[config.mk]
export PLATFORM = sky130hd
export DESIGN_NAME = intt_gs_butterfly
export DESIGN_NICKNAME = d
export VERILOG_FILES = /design/src/rtl/intt_gs_butterfly.sv
export SDC_FILE = /design/constraint.sdc
export NUM_CORES = 2
export LEC_CHECK = 0
export ABC_CLOCK_PERIOD_IN_PS = 17300
export BUFFER_PORTS_ARGS = -buffer_cell sky130_fd_sc_hd__buf_2
export CAP_MARGIN = 10
export CORE_ASPECT_RATIO = 1.25
export CORE_MARGIN = 2
export CORE_UTILIZATION = 45
export DETAILED_ROUTE_END_ITERATION = 6
export PLACE_DENSITY = 0.59
export SLEW_MARGIN = 15
export SYNTH_ARGS = -nofsm -noshare
export SYNTH_HDL_FRONTEND = slang
export SYNTH_SLANG_ARGS = --single-unit
[constraint.sdc]
create_clock -name clk -period 17.3 [get_ports clk]
set_clock_uncertainty 0.1 [all_clocks]
set_input_delay 3.46 -clock clk [delete_from_list [all_inputs] [get_ports clk]]
set_output_delay 3.46 -clock clk [all_outputs]
set_load 0.02 [all_outputs]
[src/rtl/intt_gs_butterfly.sv]
// Gentleman-Sande inverse-NTT butterfly for Dilithium (q = 8380417).
// Three register stages: add/sub, multiply, modular reduction; valid/ready on both sides.
module intt_gs_butterfly #(
  parameter int unsigned W     = 23,
  parameter int unsigned Q     = 8380417,
  parameter int unsigned TAG_W = 8
) (
  input  logic             clk,
  input  logic             rst_n,
  input  logic             in_valid,
  output logic             in_ready,
  input  logic [W-1:0]     in_a,
  input  logic [W-1:0]     in_b,
  input  logic [W-1:0]     in_zeta,
  input  logic [TAG_W-1:0] in_tag,
  output logic             out_valid,
  input  logic             out_ready,
  output logic [W-1:0]     out_u,
  output logic [W-1:0]     out_v,
  output logic [TAG_W-1:0] out_tag,
  output logic             out_err,
  output logic             err_sticky,
  output logic             busy
);

  localparam logic [W-1:0] Q_W = W'(Q);

  // Folds a 46-bit product three times using 2^23 == 2^13 - 1 (mod q), then one conditional subtract.
  function automatic logic [22:0] mod_q(input logic [45:0] p);
    logic [36:0] f1;
    logic [27:0] f2;
    logic [23:0] f3;
    f1 = {14'd0, p[22:0]} + {1'b0, p[45:23], 13'd0} - {14'd0, p[45:23]};
    f2 = {5'd0, f1[22:0]} + {1'b0, f1[36:23], 13'd0} - {14'd0, f1[36:23]};
    f3 = {1'b0, f2[22:0]} + {6'd0, f2[27:23], 13'd0} - {19'd0, f2[27:23]};
    if (f3 >= 24'd8380417) begin
      f3 = f3 - 24'd8380417;
    end else begin
      f3 = f3;
    end
    return f3[22:0];
  endfunction

  logic             adv_s;
  logic             range_err_s;
  logic [W:0]       sum_s;
  logic [W:0]       diff_s;
  logic [W-1:0]     u_next_s;
  logic [W-1:0]     d_next_s;

  logic             s1_valid_r, s2_valid_r, s3_valid_r;
  logic [W-1:0]     s1_u_r, s1_d_r, s1_zeta_r, s2_u_r;
  logic [TAG_W-1:0] s1_tag_r, s2_tag_r;
  logic             s1_err_r, s2_err_r;
  logic [2*W-1:0]   s2_p_r;

  assign adv_s     = !s3_valid_r || out_ready;
  assign in_ready  = adv_s;
  assign out_valid = s3_valid_r;
  assign busy      = s1_valid_r || s2_valid_r || s3_valid_r;

  // First-stage arithmetic: one correction each for the sum and the difference; bad operands force zeros.
  always_comb begin
    range_err_s = (in_a >= Q_W) || (in_b >= Q_W) || (in_zeta >= Q_W);
    sum_s       = {1'b0, in_a} + {1'b0, in_b};
    diff_s      = {1'b0, in_a} - {1'b0, in_b};
    u_next_s    = sum_s[W-1:0];
    d_next_s    = diff_s[W-1:0];
    if (range_err_s) begin
      u_next_s = '0;
      d_next_s = '0;
    end else begin
      if (sum_s >= {1'b0, Q_W}) begin
        u_next_s = W'(sum_s - {1'b0, Q_W});
      end else begin
        u_next_s = sum_s[W-1:0];
      end
      if (diff_s[W]) begin
        d_next_s = diff_s[W-1:0] + Q_W;
      end else begin
        d_next_s = diff_s[W-1:0];
      end
    end
  end

  // Pipeline registers; every stage moves together so bubbles keep their slots.
  always_ff @(posedge clk or negedge rst_n) begin
    if (!rst_n) begin
      s1_valid_r <= 1'b0;
      s1_u_r     <= '0;
      s1_d_r     <= '0;
      s1_zeta_r  <= '0;
      s1_tag_r   <= '0;
      s1_err_r   <= 1'b0;
      s2_valid_r <= 1'b0;
      s2_u_r     <= '0;
      s2_p_r     <= '0;
      s2_tag_r   <= '0;
      s2_err_r   <= 1'b0;
      s3_valid_r <= 1'b0;
      out_u      <= '0;
      out_v      <= '0;
      out_tag    <= '0;
      out_err    <= 1'b0;
    end else if (adv_s) begin
      s1_valid_r <= in_valid;
      s1_u_r     <= u_next_s;
      s1_d_r     <= d_next_s;
      s1_zeta_r  <= in_zeta;
      s1_tag_r   <= in_tag;
      s1_err_r   <= range_err_s;
      s2_valid_r <= s1_valid_r;
      s2_u_r     <= s1_u_r;
      s2_p_r     <= s1_d_r * s1_zeta_r;
      s2_tag_r   <= s1_tag_r;
      s2_err_r   <= s1_err_r;
      s3_valid_r <= s2_valid_r;
      out_u      <= s2_u_r;
      out_v      <= mod_q(s2_p_r);
      out_tag    <= s2_tag_r;
      out_err    <= s2_err_r;
    end else begin
      s1_valid_r <= s1_valid_r;
      s2_valid_r <= s2_valid_r;
      s3_valid_r <= s3_valid_r;
    end
  end

  // Sticky error flag, set when an errored beat actually leaves the block.
  always_ff @(posedge clk or negedge rst_n) begin
    if (!rst_n) begin
      err_sticky <= 1'b0;
    end else if (s3_valid_r && out_ready && out_err) begin
      err_sticky <= 1'b1;
    end else begin
      err_sticky <= err_sticky;
    end
  end

endmodule

; ---- Word-level counts from Yosys, hierarchy flattened
; Cells that the tools add are included.
[classes]
n_addsub = 11
n_mul = 1
magnitude_cmp = 5
mux = 5
reduce_logical = 8
[ops]
columns = op, n
row1 = $mux W23, 5
row2 = $ge A23 B23 Y1 const B, 3
row3 = $ge A24 B23 Y1 const B, 2
row4 = $mul A23 B23 Y46, 1
row5 = $sub A23 B23 Y23 const B, 2
row6 = $add A23 B36 Y37, 1
row7 = $sub A37 B23 Y37, 1
row8 = $add A23 B27 Y28, 1
row9 = $sub A28 B14 Y28, 1
row10 = $add A23 B18 Y24, 1
row11 = $add A23 B23 Y24, 1
row12 = $sub A23 B23 Y24, 1
row13 = $sub A24 B5 Y24, 1
row14 = $add A23 B23 Y23 const B, 1
row15 = $logic_or A1 B1 Y1, 5
row16 = $logic_and A1 B1 Y1, 2
row17 = $logic_not A1 Y1, 1
[totals]
regBits = 215
in_bits = 81
out_inout_bits = 59
wordCells = 47

; ---- Longest topological paths before layout
[depth]
ltp_word = 8
mapped_depth = 46

; ---- Worst setup path before layout
; No wires, ideal clock.
[synth_timing]
path_type = register to register
startpoint = register s2_p_r[21]
endpoint = register out_v[6]
setup_ns = 0.082
t_arrival_ns = 8.688
t_required_ns = 17.118
setup_slack_ns = 8.430
stages_incl_launch_ff = 39
path_buffers = 2
period_less_slack_ns = 8.870
cell_sequence = dfrtp_1 inv_1 fa_1 inv_1 ha_1 a21o_1 a21oi_1 o21ai_0 a311oi_1 o31ai_1 o2111a_1 a211oi_1 and2_1 nor2_1 ha_1 nand4_1 or3_1 o32a_1 (+3 left out) and4b_1 a21oi_1 xnor2_1 xnor2_1 ha_1 nor2b_1 o31a_1 o221a_2 o31ai_1 buf_2 nand4_1 mux2_2 a211oi_4 nand4_1 o21a_1 buf_2 or3_1 a31oi_1
[synth_between]
elab_chain_len = 8
word_cells_on_any_way = 9
classes_between = add/sub: 7 / order compare: 1 / mux: 1
[synth_rtl]
columns = element, line_no
row1 = start: declaration, 55  ; logic [2*W-1:0] s2_p_r;
row2 = start signal: assignment, 114  ; s2_p_r <= s1_d_r * s1_zeta_r;
row3 = $add A23 B36 Y37 *, 33  ; f1 = {14'd0, p[22:0]} + {1'b0, p[45:23], 13'd0} - {14'd0, p[45:23]};
row4 = $sub A37 B23 Y37 *, 33
row5 = $add A23 B27 Y28, 34  ; f2 = {5'd0, f1[22:0]} + {1'b0, f1[36:23], 13'd0} - {14'd0, f1[36:23]};
row6 = $sub A28 B14 Y28 *, 34
row7 = $add A23 B18 Y24, 35  ; f3 = {1'b0, f2[22:0]} + {6'd0, f2[27:23], 13'd0} - {19'd0, f2[27:23]};
row8 = $sub A24 B5 Y24 *, 35
row9 = $ge A24 B23 Y1, 36  ; if (f3 >= 24'd8380417) begin
row10 = $mux W23 *, 36
row11 = end signal: assignment, 119  ; out_v <= mod_q(s2_p_r);
row12 = end: declaration, 19  ; output logic [W-1:0] out_v,
; Mark *: on every way between the ends. The rest lies on a longest branch, timed or not.
; A chain may end at the register's enable or synchronous reset.

; ---- Final worst setup path
[layout_timing]
startpoint = register s2_p_r[16]
endpoint = register out_v[5]
; Same word-level chain as after synthesis.

==> summary.txt <==
Worst setup path
  • CP Data Required Time: 17.68 ns
  • Crit path top cell by count: o21a_1
  • R2r setup slk: 7.00 ns
  • Crit start category: register
  • R2r endpoint: out_v[5]
  • Worst-path fanout max: 15
  • Cell depth of the worst flop-to-flop path: 36
  • Crit. End Element: register
  • Setup CP Type: register to register
  • CP max-delay cell: a211oi_1
  • CP Data Arrival Time: 10.68 ns
  • CP top delay family: compound AO/OA/AOI/OAI gates
  • Total stage count of the critical path: 36
  • Reg-to-reg startpoint: s2_p_r[16]
  • Worst path bufs/invs: 2
  • Max stage delay on crit path: 0.75 ns
  • Critical path startpoint: s2_p_r[16]
  • Critical Path Sink: out_v[5]

Synthesis
  • Simple-gate share of the synthesized area: 19.7%
  • Post-synthesis adder-cell area fraction: 38.9%
  • Synth async-reset ratio: 100%
  • Post-synth top area cell: fa_1
  • Post-Syn Instances: 4138
  • Syn Std Cell Area: 34400 µm²
  • FF+latch count, synth: roughly 220
  • Area share of the largest cell type after synthesis: approximately a quarter
  • Area contributors post-synth: fa_1 26%, dfrtp_1 16%, ha_1 12%, nand2_1 9.3%, inv_1 7.0%
  • Sequential fraction of the synthesis area: between 10% and 20%
  • Distinct cell type count of the synthesized netlist: 86
  • Post-synthesis compound-gate area fraction: 11.8%
  • XOR/XNOR share of the synthesized area: approximately 4.6%
  • Mux cell area share after synthesis: 0.298%
  • Combinational family with the most area after synthesis: adder cells
  • Avg Cell Area, Syn: 8.31 µm²
  • Post-synth EDFFs: 0
  • Ys flop type: dfrtp_1
  • Synth Warn #: 0
  • Synthesized Nets: ~5000

Routing
  • DR vias: 28100
  • Routed length per placed instance: 18.6 µm
  • Initial DRC count: between 1500 and 2000
  • DRT antenna net count: 0
  • Final WL: 96.4 mm
  • Via-to-Cell Ratio: 5.41
  • # DRC: 0
  • Router iterations before antenna repair: 5

Timing
  • Fin crit period: 10.30 ns
  • Slew HR: 23.0%
  • Fin. Hold Viols: 0
  • Post-route clock period utilization: 59.5%
  • TNS Setup: 0 ns
  • Fmax: 97.1 MHz
  • Unrepaired setup endpoints after global routing: false
  • Slew @ Worst Pin: 1.14 ns
  • Setup violators final: 0
  • Final Max Tran Viols: 0

Finish
  • Layout cells sized above 1: roughly 6.4%
  • Layout area overhead: 7.55%
  • Final Net Count: 5063
  • Layout fillers: approximately 7500

Floorplan
  • Die Height: 313 µm
  • Starting Density: 45.4%
  • FP Rows: 113
  • I/O pins: 140
  • Core Box Area: 75800 µm²
  • Die W: 251 µm
  • Full die area: 78600 µm²

Global route
  • Met2 usage: 43.7%
  • Antenna violations before repair: 2
  • Vias in the first global route: 28800
  • First-pass GRT wire length: between 150 and 200 mm
  • Met1 usage: 31.9%
  • Largest net degree at the start of global routing: 88
  • Top Usage Layer GRT: met2
  • Total congestion overflow: 0
  • GRT Overall Usage: 24.9%
  • GR Util met3: 3.31%

Clocking
  • Post-cts resize count: 0
  • CTS buffer count: 27
  • Post-CTS Setup Inserts: 0
  • Clk_lat worst skew: approximately 0.60 ns
  • Post-CTS Hold Buffers: 0
  • Clock sink count: between 200 and 250
  • Clk slew on worst S/H paths: 0.06 ns
  • Clk buf depth: 3
  • CTS H-tree depth: 1
  • Clock root buffer: clkbuf_16
  • CTS tree: done

Flow run
  • Max-cap violations: 0

Place
  • PortBufs: 139
  • Placer congestion estimate: 0.961
  • Placed wire-length estimate: about 76 mm

Hold path
  • Worst hold stages: 2
  • Worst Hold Class: register to register

Outcome
  • Outcome: complete, no violations
[state kept, by name, summed over array words and instances, names as in the netlist]
name and cells:
err_sticky 1, out_err 1, out_tag 8, out_u 23, out_v 23, out_valid 1
s1_d_r 23, s1_err_r 1, s1_tag_r 8, s1_u_r 23, s1_valid_r 1, s1_zeta_r 23
s2_err_r 1, s2_p_r 46, s2_tag_r 8, s2_u_r 23, s2_valid_r 1
[logic make-up after synthesis]
kind of cell / after synthesis
flops: 215
mux: 10
fa+ha+maj: 796
compound gates: 620
simple gates: 1495
xor+xnor: 182
buf+inv: 820
[worst min-delay path by stage]
stage | startpoint | end | slack [ns]
6_report | s1_u_r[9] | s2_u_r[9] | 0.34
5_1_grt | s1_u_r[11] | s2_u_r[11] | 0.38
3_3_place_gp | out_tag[5] | out_tag[5] | 0.34
4_1_cts | s1_u_r[9] | s2_u_r[9] | 0.34
3_5_place_dp | out_tag[5] | out_tag[5] | 0.35
2_1_floorplan | s1_tag_r[0] | s1_tag_r[0] | 0.34
[cells in the mapped netlist (all sizes together) (54+ instances only)]
library cell / instances
nor3: 54
xnor2: 111
nor2: 163
nand2: 849
xor2: 71
inv: 644
fa: 453
ha: 343
and2: 151
a21o: 71
clkbuf: 154
a21oi: 181
o21ai: 126
dfrtp: 215
[stage by stage]
| step | instance area (µm²) | cells | util [%] | hold WS, ns | worst slack (ns) |
|---|---|---|---|---|---|
| floorplan | 34400 | 4138 | - | 0.339 | 8.43 |
| global placement | 36000 | 5134 | 47.6 | 0.345 | 7.30 |
| detailed placement | 36000 | 5134 | 47.6 | 0.350 | 7.14 |
| CTS | 37000 | 5183 | 48.8 | 0.339 | 7.06 |
| global route | 37000 | 5184 | 48.8 | 0.376 | 5.91 |
| finish | 37000 | 5184 | 48.8 | 0.344 | 7.00 |
[metal layers]
layer  vias up  wire length [µm]
met1     13800             40700
met3       160              4940
met2       694             47600
met5         -                 0
met4         0              3210
li1      13400                 -
[placed cells by master, fill, tap and decap left out, types with 21 or more instances in the layout]
master,n
clkbuf_16,27
nor2b_1,26
buf_2,138
nor3_1,53
ha_1,343
a21o_1,71
a31oi_1,26
o21a_1,21
o31ai_1,25
and2_1,151
nand2b_1,43
buf_4,53
inv_1,643
fa_1,453
dfrtp_1,215
xnor2_1,111
nand3_1,53
nand4_1,41
nor4_1,26
nand2_1,849
a21oi_1,180
nor2_1,163
o21bai_1,28
o21ai_0,120
or3_1,31
xor2_1,71
[cell type report]
cell class	instances	area (µm²)	share of cell area, %
tap	977	1220	3.31
clock buffer	41	788	2.13
timing repair buffer	192	1100	2.98
antenna	1	2.50	0.00677
inverter	647	2430	6.58
clock inverter	8	144	0.389
multi-input combinational	3103	25900	70.0
sequential	215	5380	14.6
[worst min-delay path: stages (launching register included)]
cell and delay, ns:
dfrtp_1 0.35, nand2_1 0.05, nand2_1 0.05
Power is not shown: default switching activity piles up to over one toggle a cycle in this logic, so the estimate is an artifact.
